--- config.mk ---
export PLATFORM = sky130hd
export DESIGN_NAME = serial_adder
export DESIGN_NICKNAME = d
export VERILOG_FILES = /design/src/rtl/serial_adder.sv
export SDC_FILE = /design/constraint.sdc
export NUM_CORES = 1
export LEC_CHECK = 0
export ABC_CLOCK_PERIOD_IN_PS = 2600
export CORE_MARGIN = 3
export CORE_UTILIZATION = 26
export DETAILED_ROUTE_END_ITERATION = 12
export PLACE_DENSITY = 0.47
export SLEW_MARGIN = 20
export SYNTH_ARGS = -nofsm -noshare
export SYNTH_HDL_FRONTEND = slang
export SYNTH_SLANG_ARGS = --single-unit
--- constraint.sdc ---
create_clock -name clk -period 2.6 [get_ports clk]
set_input_delay 0.52 -clock clk [delete_from_list [all_inputs] [get_ports clk]]
set_output_delay 0.52 -clock clk [all_outputs]
set_load 0.03 [all_outputs]
--- src/rtl/serial_adder.sv ---
// Bit-serial adder: two half adders and an OR form the bit slice,
// a carry flop links slices across cycles, LSB first.
module half_adder (
    input  logic x,
    input  logic y,
    output logic sum,
    output logic carry
);
    assign sum   = x ^ y;
    assign carry = x & y;
endmodule

module serial_adder #(
    parameter int WIDTH = 8
) (
    input  logic             clk,
    input  logic             rst_n,
    input  logic             start,
    input  logic [WIDTH-1:0] a,
    input  logic [WIDTH-1:0] b,
    input  logic             cin,
    output logic             busy,
    output logic             done,
    output logic [WIDTH-1:0] s,
    output logic             cout
);
    localparam int CW = (WIDTH > 1) ? $clog2(WIDTH) : 1;
    localparam logic [CW-1:0] LAST = CW'(WIDTH - 1);

    typedef enum logic [1:0] {IDLE, ADD, DONE} state_t;

    state_t state, state_next;

    logic [WIDTH-1:0] ra, rb, rs, rs_next;
    logic [CW-1:0]    cnt;
    logic             carry, carry_next;
    logic             p, g0, g1, sbit;

    half_adder ha0 (.x(ra[0]), .y(rb[0]), .sum(p),    .carry(g0));
    half_adder ha1 (.x(p),     .y(carry), .sum(sbit), .carry(g1));

    assign carry_next = g0 | g1;

    // Shift the new sum bit in at the top; works for WIDTH=1 too
    always_comb begin
        rs_next = rs >> 1;
        rs_next[WIDTH-1] = sbit;
    end

    always_comb begin
        state_next = state;
        unique case (state)
            IDLE:    if (start) state_next = ADD;
            ADD:     if (cnt == LAST) state_next = DONE;
            DONE:    state_next = IDLE;
            default: state_next = IDLE;
        endcase
    end

    always_ff @(posedge clk or negedge rst_n) begin
        if (!rst_n) state <= IDLE;
        else        state <= state_next;
    end

    always_ff @(posedge clk or negedge rst_n) begin
        if (!rst_n) begin
            ra    <= '0;
            rb    <= '0;
            rs    <= '0;
            cnt   <= '0;
            carry <= 1'b0;
            s     <= '0;
            cout  <= 1'b0;
        end else begin
            case (state)
                IDLE: begin
                    if (start) begin
                        ra    <= a;
                        rb    <= b;
                        carry <= cin;
                        rs    <= '0;
                        cnt   <= '0;
                    end
                end
                ADD: begin
                    carry <= carry_next;
                    rs    <= rs_next;
                    ra    <= ra >> 1;
                    rb    <= rb >> 1;
                    cnt   <= cnt + CW'(1);
                    if (cnt == LAST) begin
                        s    <= rs_next;
                        cout <= carry_next;
                    end
                end
                default: ;
            endcase
        end
    end

    assign busy = (state != IDLE);
    assign done = (state == DONE);
endmodule

# == Word level (Yosys, flattened, before mapping) ==
# Cells that the tools add are included.
# classes
n_eq_ne,5
add_sub_neg,1
muxes,13
n_reduce_logical,6
bitwise,5
# ops
operator,n
$pmux 8 s2,3
$mux 8,3
$pmux 3 s2,1
$reduce_and 2->1,3
$mux 2,2
$ne 2x2->1 const B,2
$pmux 2 s2,1
$reduce_bool 2->1,2
$add 3x1->3 const B,1
$eq 3x3->1 const B,1
$mux 3,1
$and 1x1->1,2
$eq 2x1->1 const B,1
$eq 2x2->1 const B,1
$logic_not 2->1,1
$pmux 1 s2,1
$xor 1x1->1,2
$mux 1,1
$or 1x1->1,1
# word_totals
word_cells,38
reg_bits,39
out_inout_bits,11

# == Depth between registers and ports, before layout ==
# logic_depth
ltp_word,4
ltp_mapped,5
depth_no_buf,4

# == By module ==
# From an unflattened synthesis, not the netlist that was laid out.
# unflattened
hier_cells,141
area_unflattened_um2,1701.6
# modules_own_cells
module,area_each_um2,n_inst,cells_each
serial_adder,1676.6,1,139
half_adder,12.5,2,1

# == Worst setup path before layout ==
# Ideal clock, no wire load.
# synth_path
kind,register -> output
start,register state[1]
end,output port done
path_buffers,2
t_arrival_ns,1.216
path_stages_with_launch,4
path_slack_ns,0.864
cell_sequence,dfrtp_1 buf_2 buf_2 nor2b_1
# synth_via
elab_chain_cells,1
# synth_rtl
item,line,source
"start, declared",32,"state_t state, state_next;"
"start signal, assigned",62,else state <= state_next;
$eq 2x2->1,102,assign done = (state == DONE);
"end, declared",23,"output logic done,"
# No other way between the ends.

# == Final worst setup path ==
# layout_path
start,register state[0]
end,output port busy
# layout_via
elab_chain_cells,1
# layout_rtl
item,line,source
$reduce_bool 2->1,101,assign busy = (state != IDLE);
"end, declared",22,"output logic busy,"
# No other way between the ends.

==> metrics <==
outcome=finished, final reports clean; total core area=around 0.0065 mm²; routed vias/inst=between 4 and 5; Die W=between 80 and 90 µm; hold_buf cts=0; Reg area=roughly 950 µm²; setup ws final=about 0.23 ns; CP max-delay cell=clkdlybuf4s50_1; Gate Count Post-Synth=approximately 150; top cell type's share of synthesized area=0.531; Die Y=just under 90 µm; WL/cell=about 14 µm; DR DRC count=0; number of diodes=0; Leakage Power=approximately 0.95 nW; global-route total usage across every layer=0.104; first-pass GRT wire length=between 6000 and 7000 µm; Ys Warns=0; wirelength, routed=about 3600 µm; count of different cell masters after synthesis=27; crit-path cells=nor2_1 > inv_1 > clkdlybuf4s50_1; Detail Route Antenna Nets=0; clock period minus worst slack=about 2.4 ns; CP arrival=about 1.9 ns; crit path max fanout=15; GPL Wtd Cong=0.674; CTS Buf Count=5; final instance area=around 0.0022 mm²; initial DRC count=52; Core Rows=29; Max Clk Rate=422 MHz; Seq/Total Area, Yosys=0.531; CP Launch Type=register; CTS Sinks=38; synthesized area=roughly 0.0018 mm²; Multi-input gate area=just under 700 µm²; Largest stage delay, worst path=slightly below 0.7 ns; Synth Register Bits=38; nets=200; root buffer cell=clkbuf_8; synth top area cells=dfrtp_1 (53%), nor4b_1 (6.4%), mux2_1 (5.7%); Final HPWL DP=about 2500 µm; Final Hold Viols=0; global route total overflow=0; critical path capture point type=primary output; Synthesized Nets=168; Power Density=between 1000 and 1500 mW/mm²; Top Ports=31; Post-synth EDFFs=0; largest net degree at the start of global routing=39; Reg clk slew, reported paths=0.07 ns; synth cell count leaders=dfrtp_1 (38), inv_1 (19), nor3b_1 (13), nor4b_1 (13), mux2_1 (9); drt pass-1 iters=4; P&R area growth vs syn=24.7%; Synth Area per Inst=about 12 µm²; WS Path Type=reg2out; RSZ-0062 raised after global routing=false; asr flop ratio synth=1.00; final setup vio count=0; r2r worst-path depth=3; CTS tree=yes; Fin Clk Skew=0.00581 ns; Starting Density=0.276; area leader, netlist=dfrtp_1; die area=~0.008 mm²; worst skew pair latency=between 0.2 and 0.3 ns; post-CTS setup buffer count=0; Required @ worst endpoint=approximately 2.1 ns; share of cells above drive strength 1=0.141; maximum clock path buffer count=2; htree depth=2; r2r startpoint=state[0]; DP Area=0.00216 mm²; number of global-route vias before repair=1274; crit path from=state[0]; # fillers=~640; max-slew violation total from the final report=0; count leader, synth=dfrtp_1; IR drop worst, VDD=around 320 µV; Most used DFF post-synth=dfrtp_1; hold crit path type=in2async; Via Count=around 1200; part of the cycle the worst path needs=0.911; Slew HR=0.436; initial antenna violation count=0; Port-buffer cells=30; Least-Margin Pin Slew=0.847 ns; post-CTS resize count=0; setup TNS=0 ns; worst hold slack=0.345 ns; Place WS=roughly 0.54 ns; Max Cap Viol=0
==> report_power, final <==
part           internal [mW]  switching, mW  leakage [nW]
logic                  0.534          0.550         0.450
registers              0.858          0.170         0.465
clock network          0.184          0.184        0.0383
==> stage by stage <==
stage,std cells,power [mW],util
global route,254,2.70,0.344
CTS,254,2.53,0.344
finish,254,2.48,0.344
floorplan,145,1.80,-
global placement,247,2.11,0.332
detailed placement,247,2.14,0.332
==> layout by cell type (no fill, tap or decap), types with 2 or more instances in the layout <==
cell type / n
clkdlybuf4s50_1: 29
buf_4: 7
clkbuf_1: 2
a222oi_1: 2
nor2b_1: 4
clkbuf_8: 5
ha_1: 2
inv_1: 19
mux2_1: 9
a211oi_1: 5
a211oi_2: 8
dfrtp_1: 38
nor3b_1: 13
nand2_1: 2
nor4b_1: 13
a22o_1: 8
==> routing by layer <==
| metal | part of all wire | up-vias | track usage |
|---|---|---|---|
| met4 | 0.010 | 0 | 0.0406 |
| met5 | 0 | - | 0 |
| met3 | 0.049 | 5 | 0.0286 |
| li1 | - | 584 | - |
| met2 | 0.46 | 34 | 0.165 |
| met1 | 0.48 | 617 | 0.133 |
==> area by class of cell <==
cell class                      count  area share
Sequential cell                    38       0.426
Multi-Input combinational cell     76       0.310
Timing Repair Buffer               37       0.156
Tap cell                           77      0.0431
Clock buffer                        7      0.0342
Inverter                           19      0.0319
==> worst max-delay path: cells and delay by family, from the launching register on <==
kind          cells  cell delay (ns)
buf+inv           2             0.79
flops             1             0.61
simple gates      1             0.17
==> path summary, 6_finish.rpt <==
| kind | to | slack [ns] |
|---|---|---|
| setup reg to reg | s[3] | 0.64 |
| min in group clk | s[4] | 0.49 |
| setup / recovery | busy | 0.23 |
| hold / removal | rb[1] | 0.35 |
| max in group asynchronous | s[3] | 1.73 |
| hold reg to reg | s[4] | 0.49 |
==> registers in the layout (all words and copies together) (netlist names) <==
register,cells
ra,8
cout,1
s,8
state,2
rb,8
rs,7
cnt,3
carry,1
==> cells by family (layout without fill, tap and decap cells) <==
kind of cell	count (synthesis)	in the layout	synth area share
simple gates	35	35	0.146
compound gates	28	28	0.152
mux	10	10	0.0629
flops	38	38	0.531
buf+inv	31	63	0.0831
fa+ha+maj	3	3	0.0251
(Power assumes the default switching activity.)
